### src/rtl/ring_pattern_gen.sv
// Animated test-pattern generator with VGA-style timing.
// A raster counter drives registered sync/blank outputs. Colour comes from a
// distance-from-centre metric offset by a per-frame animation phase.
// Configuration inputs are captured only at the first pixel of each frame,
// so the pattern never tears mid-frame.
module ring_pattern_gen #(
   parameter int H_ACTIVE   = 640,
   parameter int H_FP       = 16,
   parameter int H_SYNC     = 96,
   parameter int H_BP       = 48,
   parameter int V_ACTIVE   = 480,
   parameter int V_FP       = 10,
   parameter int V_SYNC     = 2,
   parameter int V_BP       = 33,
   parameter int SYNC_POL   = 0,
   parameter int CX         = 320,
   parameter int CY         = 240,
   parameter int COLOR_BITS = 2
) (
   input  logic                  clk,
   input  logic                  rst_n,
   input  logic [1:0]            cfg_mode,
   input  logic [1:0]            cfg_speed,
   input  logic                  cfg_dir,
   input  logic                  cfg_pause,
   output logic                  hsync,
   output logic                  vsync,
   output logic                  display_on,
   output logic [COLOR_BITS-1:0] red,
   output logic [COLOR_BITS-1:0] green,
   output logic [COLOR_BITS-1:0] blue,
   output logic                  frame_start,
   output logic [7:0]            phase
);

   localparam int H_TOTAL = H_ACTIVE + H_FP + H_SYNC + H_BP;
   localparam int V_TOTAL = V_ACTIVE + V_FP + V_SYNC + V_BP;
   localparam int HW      = $clog2(H_TOTAL);
   localparam int VW      = $clog2(V_TOTAL);

   localparam logic [HW-1:0] H_LAST   = HW'(H_TOTAL - 1);
   localparam logic [HW-1:0] H_ACT    = HW'(H_ACTIVE);
   localparam logic [HW-1:0] HS_BEGIN = HW'(H_ACTIVE + H_FP);
   localparam logic [HW-1:0] HS_END   = HW'(H_ACTIVE + H_FP + H_SYNC);
   localparam logic [VW-1:0] V_LAST   = VW'(V_TOTAL - 1);
   localparam logic [VW-1:0] V_ACT    = VW'(V_ACTIVE);
   localparam logic [VW-1:0] VS_BEGIN = VW'(V_ACTIVE + V_FP);
   localparam logic [VW-1:0] VS_END   = VW'(V_ACTIVE + V_FP + V_SYNC);
   localparam logic          SYNC_ON  = (SYNC_POL != 0);

   logic [HW-1:0] hpos;
   logic [VW-1:0] vpos;
   logic          at_origin;

   // Only mode and direction need shadowing: speed and pause are consumed
   // solely at the frame origin, which is exactly when they are sampled.
   logic [1:0]    mode_q;
   logic          dir_q;

   logic [1:0]    mode_eff;
   logic          dir_eff;
   logic [7:0]    phase_next;
   logic [10:0]   dx, dy, ax, ay, mx, mn, sum;
   logic [7:0]    d, a;
   logic [11:0]   a_ext;
   logic          de, hs_act, vs_act;

   assign at_origin = (hpos == '0) && (vpos == '0);

   // Raster position: hpos wraps each line, vpos advances on hpos wrap.
   always_ff @(posedge clk or negedge rst_n) begin
      if (!rst_n) begin
         hpos <= '0;
         vpos <= '0;
      end else if (hpos == H_LAST) begin
         hpos <= '0;
         vpos <= (vpos == V_LAST) ? '0 : vpos + 1'b1;
      end else begin
         hpos <= hpos + 1'b1;
      end
   end

   // Capture config and advance the phase once per frame at the origin.
   always_ff @(posedge clk or negedge rst_n) begin
      if (!rst_n) begin
         mode_q <= '0;
         dir_q  <= 1'b0;
         phase  <= '0;
      end else if (at_origin) begin
         mode_q <= cfg_mode;
         dir_q  <= cfg_dir;
         phase  <= phase_next;
      end
   end

   // Pixel (0,0) must already see the freshly captured config and phase.
   always_comb begin
      mode_eff   = at_origin ? cfg_mode : mode_q;
      dir_eff    = at_origin ? cfg_dir  : dir_q;
      phase_next = phase;
      if (at_origin && !cfg_pause)
         phase_next = phase + (8'd1 << cfg_speed);
   end

   // Distance from the pattern centre, then phase offset into colour bits.
   always_comb begin
      dx  = 11'(hpos) - 11'(CX);
      dy  = 11'(vpos) - 11'(CY);
      ax  = dx[10] ? (~dx + 11'd1) : dx;
      ay  = dy[10] ? (~dy + 11'd1) : dy;
      mx  = (ax > ay) ? ax : ay;
      mn  = (ax > ay) ? ay : ax;
      sum = '0;
      case (mode_eff)
         2'd0:    sum = mx + (mn >> 1);
         2'd1:    sum = ax + ay;
         2'd2:    sum = mx;
         default: sum = ax;
      endcase
      d     = sum[7:0];
      a     = dir_eff ? (d - phase_next) : (d + phase_next);
      a_ext = {4'b0000, a};
   end

   // Timing decode for the pixel currently addressed by the counters.
   always_comb begin
      de     = (hpos < H_ACT) && (vpos < V_ACT);
      hs_act = (hpos >= HS_BEGIN) && (hpos < HS_END);
      vs_act = (vpos >= VS_BEGIN) && (vpos < VS_END);
   end

   // Output register stage: everything for one pixel leaves together.
   always_ff @(posedge clk or negedge rst_n) begin
      if (!rst_n) begin
         hsync       <= ~SYNC_ON;
         vsync       <= ~SYNC_ON;
         display_on  <= 1'b0;
         frame_start <= 1'b0;
         red         <= '0;
         green       <= '0;
         blue        <= '0;
      end else begin
         hsync       <= hs_act ? SYNC_ON : ~SYNC_ON;
         vsync       <= vs_act ? SYNC_ON : ~SYNC_ON;
         display_on  <= de;
         frame_start <= at_origin;
         red         <= de ? a_ext[4 +: COLOR_BITS] : '0;
         green       <= de ? a_ext[5 +: COLOR_BITS] : '0;
         blue        <= de ? a_ext[6 +: COLOR_BITS] : '0;
      end
   end

endmodule

### config.mk
export PLATFORM = sky130hd
export DESIGN_NAME = ring_pattern_gen
export DESIGN_NICKNAME = d
export VERILOG_FILES = /design/src/rtl/ring_pattern_gen.sv
export SDC_FILE = /design/constraint.sdc
export NUM_CORES = 1
export LEC_CHECK = 0
export CAP_MARGIN = 0
export CORE_ASPECT_RATIO = 2
export CORE_MARGIN = 5
export CORE_UTILIZATION = 55
export DETAILED_ROUTE_END_ITERATION = 16
export PLACE_DENSITY = 0.78
export REMOVE_ABC_BUFFERS = 1
export SLEW_MARGIN = 25
export SYNTH_ARGS = -nofsm -noshare
export SYNTH_HDL_FRONTEND = slang
export SYNTH_SLANG_ARGS = --single-unit
### constraint.sdc
create_clock -name clk -period 5.8 [get_ports clk]
set_input_delay 0.87 -clock clk [delete_from_list [all_inputs] [get_ports clk]]
set_output_delay 0.87 -clock clk [all_outputs]
set_load 0.1 [all_outputs]
==> results.toml <==
[status]
status = "finished with violations"
violations = "negative setup slack"

[cts]
htree_levels = 2
cts_made_buffers = 5
insertion_delay_ns = 0.29
clockRootBuffer = "clkbuf_16"
cts_sinks = 39
cts_hold_buffers = 0
clkTransAtPathRegs_ns = 0.05
cts_tree = "done"
cts_buffer_depth = 2

[timing]
clock_skew_ns = 0.004611
hold_ws_ns = 0.5086
rsz0062_at_grt = "yes"
layout_setup_ws_ns = -0.1513
slew_violations = 0
max_freq_ghz = 0.1680
finalHoldViolCount = 0
finalSetupViolations = 3
worst_slew_pin_slew_ns = 1.005
maxSlewHeadroom_pct = 32.77
min_period_ns = 5.951
period_share_pct = 102.6

[finish]
n_antenna_cell = 0
nets = 661
n_fill_cell = 541
final_common_cell = "buf_4"
area_growth_pct = 29.93
layout_common_cells = "buf_4 (83), nor2_1 (50), ha_1 (45)"
fin_area_sq_um = 5415
drive_gt1_share_pct = 25.08
postLayoutCoreUtil_pct = 72.31

[setup_path]
r2r-end = "blue[1]$_DFF_PN0_"
cp-end-kind = "flop"
slowest_stage = "dfrtp_1"
crit_type = "flop to flop"
reg2reg_from = "vpos[5]$_DFFE_PN0P_"
crit_arrival_ns = 6.16
cpMostUsedCell = "ha_1"
path_max_fanout = 5
ff2ff_setup_slack_ns = -0.15
cp.required_ns = 6.01
cp-start-kind = "flop"
startpoint = "vpos[5]$_DFFE_PN0P_"
r2r_cells = 28
max_stage_delay_ns = 0.39

[floorplan]
start_util_pct = 55.66
fp.dieH_um = 133.1
io_pins = 26
num_rows = 45
fp.dieW_um = 71.56
dieArea_sq_um = 9524
fp.coreArea_sq_um = 7488

[drt]
dr.pass1.iters = 5
drc_errors = 0
drt_iter0_markers = 287
postRouteAntennaNets = 0
wire_per_inst_um = 16.52
vias = 4009
wl_um = 11500
vias_per_cell = 5.760

[logic_synthesis]
yosysWarnings = 0
synthCells = 503
ys_seq_area_share_pct = 23.48
synth-main-ff-cell = "dfrtp_1"
synth_seq_cells = 39
synth_edf_count = 0
synthArstFlopShare_pct = 100.0
synth_area_per_cell_sq_um = 8.286
syn_area_sq_um = 4168
synth_cell_type_count = 65

[global_routing]
grt_pass1_wl_um = 18490
grt_pass1_vias = 4064
antenna_found_initial = 0
track_usage_pct = 23.96
grt_max_degree = 40
grt-ovfl-total = 0

[worst_hold_path]
hp-class = "flop to flop"
hold_start = "phase[7]$_DFFE_PN0P_"
min_to = "phase[7]$_DFFE_PN0P_"
hold_depth = 1

[placement]
dp_hpwl_um = 8450
dpl_cell_area_sq_um = 4979
gp_congestion = 0.9672
port_buffers = 25
pre_cts_ws_ns = -0.3032

[power]
powerDensity_nw_per_um2 = 197.1
power_mw = 1.067
ir_drop_v = 0.0003491
power.leakage_nw = 2.595

[job]
maxCapViolCount = 0
## final cells by class
| type | count | area [sq um] | area share (%) |
|---|---|---|---|
| repair buffers | 112 | 913.4 | 16.87 |
| multi-input cells | 402 | 3112 | 57.46 |
| flip-flops and latches | 39 | 978.4 | 18.07 |
| clock inverters | 3 | 15.01 | 0.2773 |
| well taps | 94 | 117.6 | 2.172 |
| clock buffers | 5 | 125.1 | 2.311 |
| inverters | 41 | 153.9 | 2.842 |
## synthesized netlist by cell type (all sizes together), types with 4 or more instances
cell type / count / area (sq um)
nor2: 55 / 211.5
ha: 49 / 613.1
inv: 41 / 153.9
nand2: 41 / 153.9
dfrtp: 37 / 925.9
xnor2: 35 / 306.5
a21oi: 32 / 160.2
o21ai: 28 / 140.1
mux2i: 21 / 210.2
xor2: 15 / 131.4
clkbuf: 13 / 48.80
nor3: 13 / 87.58
nand3: 10 / 50.05
buf: 8 / 51.29
nor2b: 7 / 43.79
a211oi: 6 / 50.05
a21o: 6 / 46.30
a31oi: 6 / 37.54
and3: 6 / 37.54
mux2: 5 / 56.30
nand4: 5 / 37.53
o21bai: 5 / 37.54
and2: 4 / 25.02
nor4: 4 / 25.02
o211ai: 4 / 30.03
or3: 4 / 25.02
## cell families (layout without fill, tap and decap cells)
| family | after synthesis | after routing | synth area share (%) |
|---|---|---|---|
| flops | 39 | 39 | 23.48 |
| other cells | 2 | 2 | 0.1802 |
| buf+inv | 62 | 161 | 6.094 |
| compound gates | 106 | 106 | 16.51 |
| xor+xnor | 50 | 50 | 10.51 |
| mux | 26 | 26 | 6.394 |
| fa+ha+maj | 52 | 52 | 16.15 |
| simple gates | 166 | 166 | 20.68 |
## worst max-delay path by stage
stage                              endpoint  slack [ns]  cells after the start
after global routing      blue[1]$_DFF_PN0_       -0.48                     28
after global placement    blue[1]$_DFF_PN0_       -0.11                     28
final                     blue[1]$_DFF_PN0_       -0.15                     28
after floorplan           blue[1]$_DFF_PN0_       -1.16                     26
after CTS                 blue[1]$_DFF_PN0_       0.008                     27
after detailed placement  blue[1]$_DFF_PN0_       -0.30                     27
## metrics by stage
stage               std cells  TNS (ns)
finish                    696   -0.1834
global placement          674   -0.1140
detailed placement        674   -0.7263
global route              696    -1.420
floorplan                 482    -3.989
CTS                       686         0
## metal layers
layer	vias up	GRT usage, %	wire length (um)
met5	-	0	0
met4	0	10.98	435
met3	33	3.399	403
met2	106	40.78	5955
met1	1927	29.24	4704
li1	1943	-	-
## worst max-delay path, delay by kind of cell, from the launching register on
family | cells | cell delay, ns
AND/OR/NAND/NOR | 4 | 0.42
buffers and inverters | 3 | 0.40
multiplexers | 2 | 0.43
flip-flops | 1 | 0.39
AO/OA/AOI/OAI | 12 | 2.73
adder cells (fa/ha/maj) | 4 | 1.05
XOR/XNOR | 3 | 0.47
## sequential cells by signal, summed over array words and instances (netlist names), 2 cells and up
register / cells
phase: 8
blue: 2
hpos: 10
vpos: 10
mode_q: 2
## power by group
part	total, mW	internal [mW]	switching, mW
clock	0.267	0.157	0.110
combinational	0.502	0.184	0.319
sequential	0.298	0.288	0.00964
## repair_timing
action | 4_1_cts | 5_1_grt
gates cloned | 0 | 0
resized for setup | 15 | 29
setup buffers | 4 | 10
pin swaps | 12 | 30
endpoints found under the setup margin | 4 | 4
(Power assumes the default switching activity.)
